<file path="config.mk">
export PLATFORM = sky130hd
export DESIGN_NAME = data_mem_controller
export DESIGN_NICKNAME = d
export VERILOG_FILES = /design/src/rtl/data_mem_controller_pkg.sv /design/src/rtl/data_mem_controller_timeout_counter.sv /design/src/rtl/data_mem_controller.sv
export SDC_FILE = /design/constraint.sdc
export NUM_CORES = 1
export LEC_CHECK = 0
export CAP_MARGIN = 20
export CORE_ASPECT_RATIO = 1.25
export CORE_MARGIN = 4
export CORE_UTILIZATION = 40
export CTS_BUF_LIST = sky130_fd_sc_hd__clkbuf_4 sky130_fd_sc_hd__clkbuf_8 sky130_fd_sc_hd__clkbuf_16
export DETAILED_ROUTE_END_ITERATION = 12
export PLACE_DENSITY = 0.79
export SLEW_MARGIN = 20
export SYNTH_ARGS = -nofsm -noshare
export SYNTH_HDL_FRONTEND = slang
export SYNTH_SLANG_ARGS = --single-unit
</file>
<file path="constraint.sdc">
create_clock -name clk -period 4.6 [get_ports clk]
set_clock_uncertainty 0.2 [all_clocks]
set_input_delay 0.69 -clock clk [delete_from_list [all_inputs] [get_ports clk]]
set_output_delay 0.69 -clock clk [all_outputs]
set_load 0.02 [all_outputs]
</file>
<file path="src/rtl/data_mem_controller_pkg.sv">
// Shared types for the data-memory path: pipeline request, bus bundle and controller states.
package data_mem_controller_pkg;

    typedef logic [31:0] word;

    typedef enum logic {
        MEM_READ_EN  = 1'b0,
        MEM_WRITE_EN = 1'b1
    } memory_op_t;

    typedef struct packed {
        logic       mem_enable;
        memory_op_t mem_en;
        word        address;
        word        data_in;
    } data_memory_interface_t;

    typedef enum logic [1:0] {
        DMEM_IDLE,
        DMEM_BUSY,
        DMEM_DONE
    } dmem_state_t;

    localparam int DMEM_TIMEOUT_DEFAULT = 16;

    typedef struct packed {
        logic req;
        logic we;
        word  addr;
        word  wdata;
    } data_bus_interface_t;

    function automatic logic is_misaligned(input word addr);
        return addr[1:0] != 2'b00;
    endfunction

endpackage

</file>
<file path="src/rtl/data_mem_controller_timeout_counter.sv">
// Bus watchdog: counts enabled cycles from a clear and flags when LIMIT-1 is reached.
module dmem_timeout_counter
    import data_mem_controller_pkg::*;
#(
    parameter int LIMIT = DMEM_TIMEOUT_DEFAULT
) (
    input  logic clk,
    input  logic rst,
    input  logic clear_i,
    input  logic enable_i,
    output logic expired_o
);

    localparam int CW = $clog2(LIMIT + 1);

    logic [CW-1:0] count_q;
    logic [CW-1:0] count_d;

    assign expired_o = (count_q == CW'(LIMIT - 1));

    // Saturates at the terminal value so it is never compared past the limit.
    always_comb begin
        count_d = count_q;
        if (clear_i) begin
            count_d = '0;
        end else if (enable_i && !expired_o) begin
            count_d = count_q + CW'(1);
        end
    end

    always_ff @(posedge clk or posedge rst) begin
        if (rst) begin
            count_q <= '0;
        end else begin
            count_q <= count_d;
        end
    end

endmodule

</file>
<file path="src/rtl/data_mem_controller.sv">
// Turns single-cycle memory-stage requests into req/ack bus transactions,
// stalling the pipeline until completion, with alignment and timeout errors.
module data_mem_controller
    import data_mem_controller_pkg::*;
#(
    parameter int TIMEOUT_CYCLES = DMEM_TIMEOUT_DEFAULT,
    parameter bit ALIGN_CHECK    = 1'b1
) (
    input  logic                   clk,
    input  logic                   rst,
    input  data_memory_interface_t mem_sig,
    output word                    mem_data_out,
    output logic                   mem_stall,
    output logic                   mem_error,
    output logic                   bus_req,
    output logic                   bus_we,
    output word                    bus_addr,
    output word                    bus_wdata,
    input  word                    bus_rdata,
    input  logic                   bus_ack
);

    dmem_state_t         state_q;
    data_bus_interface_t bus_q;
    word                 rdata_q;
    logic                err_q;
    logic                misaligned;
    logic                expired;

    assign misaligned = ALIGN_CHECK && is_misaligned(mem_sig.address);

    dmem_timeout_counter #(
        .LIMIT(TIMEOUT_CYCLES)
    ) u_timeout (
        .clk      (clk),
        .rst      (rst),
        .clear_i  (state_q != DMEM_BUSY),
        .enable_i (state_q == DMEM_BUSY),
        .expired_o(expired)
    );

    always_ff @(posedge clk or posedge rst) begin
        if (rst) begin
            state_q <= DMEM_IDLE;
            bus_q   <= '0;
            rdata_q <= '0;
            err_q   <= 1'b0;
        end else begin
            case (state_q)
                DMEM_IDLE: begin
                    if (mem_sig.mem_enable) begin
                        if (misaligned) begin
                            err_q   <= 1'b1;
                            rdata_q <= '0;
                            state_q <= DMEM_DONE;
                        end else begin
                            bus_q.req   <= 1'b1;
                            bus_q.we    <= (mem_sig.mem_en == MEM_WRITE_EN);
                            bus_q.addr  <= mem_sig.address;
                            bus_q.wdata <= mem_sig.data_in;
                            state_q     <= DMEM_BUSY;
                        end
                    end
                end
                DMEM_BUSY: begin
                    // An ack arriving in the timeout cycle still completes cleanly.
                    if (bus_ack) begin
                        rdata_q   <= bus_q.we ? '0 : bus_rdata;
                        bus_q.req <= 1'b0;
                        state_q   <= DMEM_DONE;
                    end else if (expired) begin
                        rdata_q   <= '0;
                        err_q     <= 1'b1;
                        bus_q.req <= 1'b0;
                        state_q   <= DMEM_DONE;
                    end
                end
                DMEM_DONE: begin
                    err_q   <= 1'b0;
                    state_q <= DMEM_IDLE;
                end
                default: begin
                    state_q <= DMEM_IDLE;
                end
            endcase
        end
    end

    always_comb begin
        mem_stall = 1'b0;
        if (!rst) begin
            case (state_q)
                DMEM_IDLE: mem_stall = mem_sig.mem_enable;
                DMEM_BUSY: mem_stall = 1'b1;
                default:   mem_stall = 1'b0;
            endcase
        end
    end

    assign mem_error    = !rst && (state_q == DMEM_DONE) && err_q;
    assign mem_data_out = rdata_q;
    assign bus_req      = bus_q.req;
    assign bus_we       = bus_q.we;
    assign bus_addr     = bus_q.addr;
    assign bus_wdata    = bus_q.wdata;

endmodule

</file>
==> flow_metrics.py, run 1 <==
metrics = {
    "clock_network": {
        "cts_buffers": 9,
        "post-cts-setup-buffers": 0,
        "postCtsHoldBufs": 0,
        "cts.sinks": 106,
        "htree_num_levels": 3,
        "cts_resized": 0,
        "cts-root-buf": "clkbuf_16",
        "clk_pin_slew_ps": 70,
        "insertion_delay_ps": 340,
        "clockBufferDepth": 2,
        "cts_tree": "built",
    },
    "sta": {
        "rsz0062_at_grt": "no",
        "max_freq_ghz": 0.334,
        "maxSlewViolCount": 0,
        "slew_headroom": 0.322,
        "hold_slack_ps": 298,
        "tightest_slew_ps": 1020,
        "fin_setup_tns_ps": 0,
        "setup_viol_count_final": 0,
        "report.final.hold_viol_count": 0,
        "fin_crit_ps": 2990,
        "min_period_over_period": 0.651,
        "finalWorstSetupSlack_ps": 1610,
    },
    "finish": {
        "layoutNonFillerInstCount": 589,
        "drive_above_1_share": 0.189,
        "layout_common_cells": "clkdlybuf4s50_1 (200), dfrtp_1 (106), mux2_2 (37), a22o_1 (32), mux2_4 (26)",
        "final_common_cell": "clkdlybuf4s50_1",
        "syn_to_final_growth_pct": 59.0,
        "post-route-util": 0.648,
        "antennaDiodeCount": 0,
        "nNetsFinal": 558,
    },
    "routing": {
        "vias": 2884,
        "drtAntennaViolNets": 0,
        "routedWlPerCell_um": 17.4,
        "dr.pass1.iters": 4,
        "viasPerCell": 4.90,
        "drt_wl_total_um": 10300,
        "drc": 0,
        "drt_iter0_drc": 48,
    },
    "critical_path": {
        "ff2ff_setup_slack_ps": 2100,
        "path_class": "input port to primary output",
        "r2r_end": "mem_data_out[22]$_DFFE_PP0P_",
        "critPathCaptureType": "primary output",
        "critical_path_required_ps": 3710,
        "r2r_cells": 6,
        "critPathLaunch": "mem_sig[65]",
        "critPathMaxFanout": 3,
        "startpoint_type": "input port",
        "reg2reg_from": "u_timeout.count_q[0]$_DFFE_PP0P_",
        "cp.arrival_ps": 2100,
    },
    "place": {
        "gp_congestion": 0.725,
        "numPortBuffers": 200,
        "dpl_worst_slack_ps": 1530,
        "hpwl_um": 7610,
        "numPlacedInstances": 573,
    },
    "power_and_ir_drop": {
        "clkPwrFrac": 0.247,
        "p_sw_frac": 0.300,
        "cellPowerDensity_mw_per_mm2": 487,
        "seqPwrFrac": 0.399,
        "share_comb_of_total_power": 0.354,
        "intPower_mw": 2.22,
        "switchingPower_uw": 953,
        "leakage_nw": 2.90,
        "ir_drop_v": 0.000275,
    },
    "synthesis": {
        "syn-num-nets": 359,
        "ys_ff_latch": 106,
        "synth_cell_types": 31,
        "synthCells": 256,
        "synth-seq-area-share": 0.647,
        "yosys_warnings": 0,
        "netlist_area_sq_mm": 0.00410,
        "syn_avg_cell_area_sq_um": 16.0,
    },
    "global_route": {
        "overflow": 0,
        "grtUsageTotal": 0.178,
        "grt_pass1_wl_um": 16600,
        "grt_pass1_vias": 3177,
        "grt_max_degree": 68,
        "antenna_found_initial": 0,
    },
    "min_path": {
        "whs_path_depth": 1,
        "min_to": "bus_addr[1]$_DFFE_PP0P_",
        "hold_class": "flip-flop to flip-flop",
        "hold_start": "bus_addr[1]$_DFFE_PP0P_",
    },
    "die": {
        "num_rows": 41,
        "start_util": 0.408,
        "die_x_um": 98.6,
        "io_pins": 201,
        "dieArea_sq_mm": 0.0119,
        "design.core.area_sq_mm": 0.0101,
        "die_y_um": 121,
    },
    "job": {
        "cap_viol_max_count": 0,
    },
    "run_status": {
        "outcome": "complete, no violations",
    },
}
-- stage by stage --
step | cell area [sq um] | total power [mW]
after floorplan | 4100 | 1.82
after global placement | 6200 | 2.38
after detailed placement | 6210 | 2.42
after CTS | 6520 | 3.22
after global routing | 6520 | 3.33
final | 6520 | 3.18
-- sequential cells by signal, indices dropped and copies added (netlist names) --
signal and cells:
bus_wdata 32, mem_data_out 32, bus_req 1, state_q 2
u_timeout.count_q 5, bus_we 1, bus_addr 32, err_q 1
-- cells by family after synthesis --
| group | synth area share |
|---|---|
| simple gates | 0.0326 |
| compound gates | 0.0811 |
| mux | 0.199 |
| buf+inv | 0.0278 |
| xor+xnor | 0.00641 |
| flops | 0.647 |
| fa+ha+maj | 0.00610 |
-- critical path, cell delays in order --
cell and delay, ps:
clkdlybuf4s50_1 550, o21bai_1 110, nor2_1 130, clkdlybuf4s50_1 630
-- metal layers --
metal | wire length [um] | vias to the layer above | GRT usage
met3 | 777 | 17 | 0.0575
met2 | 5080 | 124 | 0.292
met4 | 226 | 0 | 0.0649
met1 | 4180 | 1428 | 0.220
met5 | 0 | - | 0
li1 | - | 1315 | -
-- Yosys cell counts --
master,number,share of area
o211ai_1,1,0.0018
and3_1,1,0.0015
xnor2_1,1,0.0021
ha_1,2,0.0061
nor3b_1,2,0.0037
nor4_2,1,0.0031
nor3b_2,1,0.0031
a22o_1,32,0.068
a21oi_1,1,0.0012
dfrtp_1,106,0.65
and2_1,2,0.0031
o21ai_0,2,0.0024
mux2_2,37,0.10
o21bai_1,1,0.0018
clkbuf_1,1,0.00091
mux2i_1,1,0.0024
or3_1,1,0.0015
buf_2,10,0.012
nand2_1,1,0.00091
mux2_4,26,0.095
o31ai_1,2,0.0037
nor2_1,8,0.0073
and4_1,1,0.0021
nor2b_1,1,0.0015
nand4b_1,1,0.0021
nand3_1,1,0.0012
inv_1,4,0.0037
buf_6,4,0.011
o21a_1,1,0.0018
nand2b_1,1,0.0015
xor2_1,2,0.0043
-- final cells by class --
type / instances / area [sq um]
Timing Repair Buffer: 203 / 2030
Multi-Input combinational cell: 131 / 1350
Tap cell: 129 / 161
Clock inverter: 5 / 63.8
Sequential cell: 106 / 2650
Clock buffer: 11 / 246
Inverter: 4 / 17.5
Fill cell: 769 / 3530
-- how the worst max path moves through the flow --
stage                     depth (start not counted)                  endpoint
after floorplan                                   2                 mem_error
after global placement                            4                 mem_stall
after detailed placement                          4  bus_wdata[2]$_DFFE_PP0P_
after CTS                                         4                 mem_stall
after global routing                              4                 mem_stall
final                                             4                 mem_stall
-- power groups by stage --
stage / clock network [mW] / registers, mW / logic, mW
6_report: 0.786 / 1.27 / 1.12
2_1_floorplan: 0 / 1.53 / 0.290
3_5_place_dp: 0 / 1.28 / 1.14
5_1_grt: 0.852 / 1.30 / 1.19
3_3_place_gp: 0 / 1.27 / 1.11
4_1_cts: 0.807 / 1.27 / 1.14
(Power assumes the default switching activity.)
==> run 2: changes to the inputs <==
- clock period: 4.6 -> 2.8 ns (I/O delays scaled with it)
==> run 2 against run 1 <==
Die area stayed put. Utilization is 0.25 points higher. Sequential share of layout area is 0.16 points lower. Global-route usage is 0.47 points lower.
==> flow_metrics.py, run 2 (same netlist as run 1, synthesis figures left out) <==
metrics = {
    "clock_network": {
        "post-cts-setup-buffers": 0,
        "postCtsHoldBufs": 0,
        "clockBufferDepth": 2,
        "cts_tree": "built",
        "insertion_delay_ps": 340,
        "clk_pin_slew_ps": 60,
        "htree_num_levels": 3,
        "cts_resized": 0,
        "cts.sinks": 106,
        "cts_buffers": 9,
        "cts-root-buf": "clkbuf_16",
    },
    "run_status": {
        "outcome": "complete, no violations",
    },
    "power_and_ir_drop": {
        "ir_drop_v": 0.000453,
        "p_sw_frac": 0.298,
        "intPower_mw": 3.66,
        "seqPwrFrac": 0.400,
        "clkPwrFrac": 0.245,
        "leakage_nw": 2.91,
        "cellPowerDensity_mw_per_mm2": 795,
        "share_comb_of_total_power": 0.355,
        "switchingPower_mw": 1.55,
        "power_mw": 5.20,
    },
    "die": {
        "start_util": 0.408,
        "design.core.area_sq_mm": 0.0101,
        "num_rows": 41,
        "die_x_um": 98.6,
        "io_pins": 201,
        "dieArea_sq_mm": 0.0119,
        "die_y_um": 121,
    },
    "min_path": {
        "hold_class": "flip-flop to flip-flop",
        "whs_path_depth": 1,
        "hold_start": "bus_addr[0]$_DFFE_PP0P_",
        "min_to": "bus_addr[0]$_DFFE_PP0P_",
    },
    "critical_path": {
        "critical_path_required_ps": 2180,
        "startpoint_type": "input port",
        "reg2reg_from": "u_timeout.count_q[0]$_DFFE_PP0P_",
        "ff2ff_setup_slack_ps": 490,
        "critPathCaptureType": "primary output",
        "critPathMaxFanout": 3,
        "path_class": "input port to primary output",
        "r2r_cells": 7,
        "r2r_end": "mem_data_out[28]$_DFFE_PP0P_",
        "cp.arrival_ps": 1850,
    },
    "global_route": {
        "grt_max_degree": 67,
        "grtUsageTotal": 0.173,
        "grt_pass1_vias": 3187,
        "overflow": 0,
        "antenna_found_initial": 0,
        "grt_pass1_wl_um": 16300,
    },
    "job": {
        "cap_viol_max_count": 0,
    },
    "sta": {
        "tightest_slew_ps": 705,
        "hold_slack_ps": 284,
        "fin_setup_tns_ps": 0,
        "setup_viol_count_final": 0,
        "report.final.hold_viol_count": 0,
        "slew_headroom": 0.530,
        "rsz0062_at_grt": "no",
        "finalWorstSetupSlack_ps": 330,
        "fin_crit_ps": 2470,
        "maxSlewViolCount": 0,
        "min_period_over_period": 0.882,
        "max_freq_ghz": 0.405,
    },
    "routing": {
        "highest_layer": "met4",
        "wl_met3_um": 847,
        "vias": 2862,
        "drt_wl_total_um": 10200,
        "drc": 0,
        "viasPerCell": 4.84,
        "drt_iter0_drc": 84,
        "dr.pass1.iters": 4,
        "routedWlPerCell_um": 17.2,
        "drtAntennaViolNets": 0,
        "wl_met2_um": 5000,
        "met1_length_um": 4110,
    },
    "place": {
        "dpl_worst_slack_ps": 323,
        "hpwl_um": 7550,
        "gp_congestion": 0.748,
        "numPortBuffers": 200,
    },
    "finish": {
        "syn_to_final_growth_pct": 59.6,
        "fillerInstances": 755,
        "final_common_cell": "clkdlybuf4s50_1",
        "nNetsFinal": 560,
        "antennaDiodeCount": 0,
        "drive_above_1_share": 0.193,
        "layout_common_cells": "clkdlybuf4s50_1 (200), dfrtp_1 (106), mux2_2 (37), a22o_1 (32), mux2_4 (26)",
    },
}
-- run 2: layout make-up --
cell class                      count  area (sq um)  area share
Sequential cell                   106          2650       0.405
Clock inverter                      5          63.8     0.00975
Tap cell                          129           161      0.0247
Clock buffer                       11           246      0.0377
Inverter                            4          18.8     0.00287
Multi-Input combinational cell    131          1350       0.206
Timing Repair Buffer              205          2050       0.314
-- run 2: per-stage QoR --
stage | utilization | cells | area, sq um
after floorplan | - | 256 | 4110
after global placement | 0.620 | 575 | 6230
after detailed placement | 0.620 | 575 | 6230
after CTS | 0.651 | 591 | 6550
after global routing | 0.651 | 591 | 6550
final | 0.651 | 591 | 6550
-- run 2: power groups by stage --
stage | clock [mW] | sequential [mW] | combinational (mW)
final | 1.28 | 2.08 | 1.84
after global routing | 1.37 | 2.13 | 1.94
after CTS | 1.31 | 2.09 | 1.87
after detailed placement | 0 | 2.11 | 1.87
after global placement | 0 | 2.09 | 1.84
after floorplan | 0 | 2.52 | 0.476
-- run 2: worst max-delay path by stage --
stage | startpoint | endpoint
detailed placement | mem_sig[65] | mem_stall
finish | mem_sig[65] | mem_stall
floorplan | rst | mem_error
CTS | mem_sig[65] | mem_stall
global placement | mem_sig[65] | mem_stall
global route | mem_sig[65] | mem_stall
-- run 2: per-layer routing --
| layer | GRT usage | vias to the layer above |
|---|---|---|
| met3 | 0.0564 | 13 |
| met1 | 0.211 | 1397 |
| met5 | 0 | - |
| li1 | - | 1321 |
| met4 | 0.0666 | 0 |
| met2 | 0.287 | 131 |
-- run 2: critical path, stage by stage --
cell and delay (ps):
clkdlybuf4s50_1 550, o21bai_1 120, nor2_1 110, clkdlybuf4s50_1 650
==> run 3: changes to the inputs <==
- CORE_UTILIZATION: 40 -> 41
- PLACE_DENSITY: 0.79 -> 0.81
- SYNTH_HIERARCHICAL: unset -> 1
==> run 3 against run 2 <==
Total power shrank 5.3%. Hold slack lost 53 ps. Global-route usage grew 0.20 points. Critical path type unchanged.
==> flow_metrics.py, run 3 <==
metrics = {
    "clock_network": {
        "clk_pin_slew_ps": 60,
        "cts.sinks": 106,
        "postCtsHoldBufs": 0,
        "cts_resized": 0,
        "htree_num_levels": 3,
        "cts_buffers": 9,
        "post-cts-setup-buffers": 0,
        "insertion_delay_ps": 330,
        "cts-root-buf": "clkbuf_16",
        "cts_tree": "built",
        "clockBufferDepth": 2,
    },
    "global_route": {
        "grt_max_degree": 102,
        "overflow": 0,
        "grtUsageTotal": 0.175,
        "grt_pass1_wl_um": 16500,
        "antenna_found_initial": 0,
        "grt_pass1_vias": 3234,
    },
    "finish": {
        "nNetsFinal": 564,
        "syn_to_final_growth_pct": 57.4,
        "post-route-util": 0.656,
        "final_common_cell": "clkdlybuf4s50_1",
        "finalInstanceArea_sq_mm": 0.00660,
        "drive_above_1_share": 0.248,
        "layout_common_cells": "clkdlybuf4s50_1 (200), dfrtp_1 (106), mux2_2 (37), mux2_4 (26), a22o_2 (24)",
        "antennaDiodeCount": 0,
    },
    "synthesis": {
        "synth-seq-area-share": 0.633,
        "synth_cell_types": 35,
        "netlist_area_sq_mm": 0.00419,
        "yosysMostFrequentCell": "dfrtp_1",
        "synth_top_cell_by_area": "dfrtp_1",
        "syn-num-nets": 360,
        "synthCells": 257,
        "synth_edf_count": 0,
        "netlist_top_cells_area": "dfrtp_1 (63%), mux2_2 (9.9%), mux2_4 (9.3%)",
        "synth_top_cell_area_share": 0.633,
        "synthTopCellsByCount": "dfrtp_1 (106), mux2_2 (37), mux2_4 (26)",
        "syn_avg_cell_area_sq_um": 16.3,
        "synth_flop_cell": "dfrtp_1",
        "ys_ff_latch": 106,
        "async_flop_share": 1.00,
        "yosys_warnings": 6,
    },
    "critical_path": {
        "critPathCaptureType": "primary output",
        "crit_chain": "clkdlybuf4s50_1 -> and4bb_2 -> clkdlybuf4s50_1",
        "cp_slowest_cell": "clkdlybuf4s50_1",
        "critical_path_required_ps": 2180,
        "cp.arrival_ps": 1820,
        "startpoint_type": "input port",
        "crit_buf_inv": 2,
        "path_common_cell": "clkdlybuf4s50_1",
        "ff2ff_setup_slack_ps": 540,
        "path_class": "input port to primary output",
        "critPathMaxFanout": 4,
        "critical-path-top-delay-family": "buffers and inverters",
        "max_stage_delay_ps": 600,
    },
    "routing": {
        "drc": 0,
        "drt_wl_total_um": 10400,
        "drt_iter0_drc": 79,
        "vias": 2899,
        "drtAntennaViolNets": 0,
        "dr.pass1.iters": 4,
        "viasPerCell": 4.90,
        "routedWlPerCell_um": 17.5,
    },
    "sta": {
        "fin_crit_ps": 2440,
        "max_freq_ghz": 0.410,
        "rsz0062_at_grt": "no",
        "min_period_over_period": 0.871,
        "tightest_slew_ps": 551,
        "hold_slack_ps": 230,
        "maxSlewViolCount": 0,
        "report.final.hold_viol_count": 0,
        "slew_headroom": 0.632,
        "setup_viol_count_final": 0,
        "fin_setup_tns_ps": 0,
        "finalWorstSetupSlack_ps": 361,
    },
    "power_and_ir_drop": {
        "cellPowerDensity_mw_per_mm2": 747,
        "ir_drop_v": 0.000431,
        "leakage_nw": 2.95,
    },
    "place": {
        "place_area_sq_mm": 0.00634,
        "gp_congestion": 0.798,
        "hpwl_um": 7780,
        "numPortBuffers": 200,
        "dpl_worst_slack_ps": 353,
    },
    "min_path": {
        "hold_class": "input port to async pin",
    },
    "die": {
        "start_util": 0.417,
        "io_pins": 201,
        "die_x_um": 98.5,
        "design.core.area_sq_mm": 0.0101,
        "dieArea_sq_mm": 0.0119,
        "num_rows": 41,
        "die_y_um": 121,
    },
    "run_status": {
        "outcome": "complete, no violations",
    },
    "job": {
        "cap_viol_max_count": 0,
    },
}
## run 3: cell count changes after synthesis, sizes merged, moves of 2 or more
cell   before  now
nor2b       1    3
buf        14   12
nand2       1    4
o31ai       2    0
## run 3: cell type report
class,count,area [sq um]
Clock inverter,1,5.00
Tap cell,129,161
Fill cell,748,3460
Inverter,5,22.5
Clock buffer,12,248
Sequential cell,106,2650
Multi-Input combinational cell,133,1410
Timing Repair Buffer,206,2100
## run 3: worst paths after layout
check                                                  from                                to  depth (start not counted)
max reg2reg                u_timeout/count_q[0]$_DFFE_PP0P_      mem_data_out[30]$_DFFE_PP0P_                          7
min in group clk                    bus_addr[1]$_DFFE_PP0P_           bus_addr[1]$_DFFE_PP0P_                          1
max in group asynchronous                               rst                 err_q$_DFFE_PP0P_                          3
min                                                     rst  u_timeout/count_q[3]$_DFFE_PP0P_                          2
max                                                     rst                         mem_error                          3
min reg2reg                         bus_addr[1]$_DFFE_PP0P_           bus_addr[1]$_DFFE_PP0P_                          1
## run 3: where the power goes
part	leakage (nW)	switching (mW)	internal [mW]
registers	1.34	0.188	1.86
clock network	0.129	0.484	0.616
logic	1.48	0.773	1.00
## run 3: metrics by stage
| step | std cells | power (mW) |
|---|---|---|
| 2_1_floorplan | 257 | 2.93 |
| 3_3_place_gp | 579 | 3.82 |
| 3_5_place_dp | 579 | 3.87 |
| 4_1_cts | 592 | 5.00 |
| 5_1_grt | 592 | 5.17 |
| 6_report | 592 | 4.93 |
## run 3: kinds of logic (layout without fill, tap and decap cells)
| family | count (synthesis) | after routing | synth area share |
|---|---|---|---|
| AO/OA/AOI/OAI | 37 | 37 | 0.0830 |
| buffers and inverters | 18 | 224 | 0.0325 |
| XOR/XNOR | 2 | 2 | 0.00418 |
| flip-flops | 106 | 106 | 0.633 |
| multiplexers | 65 | 65 | 0.198 |
| AND/OR/NAND/NOR | 27 | 27 | 0.0442 |
| adder cells (fa/ha/maj) | 2 | 2 | 0.00597 |
## run 3: routing by layer
metal,GRT usage,routed length (um),up-vias
met4,0.0692,186,0
met3,0.0650,943,15
met1,0.202,3860,1440
met2,0.296,5400,120
met5,0,0,-
li1,-,-,1324
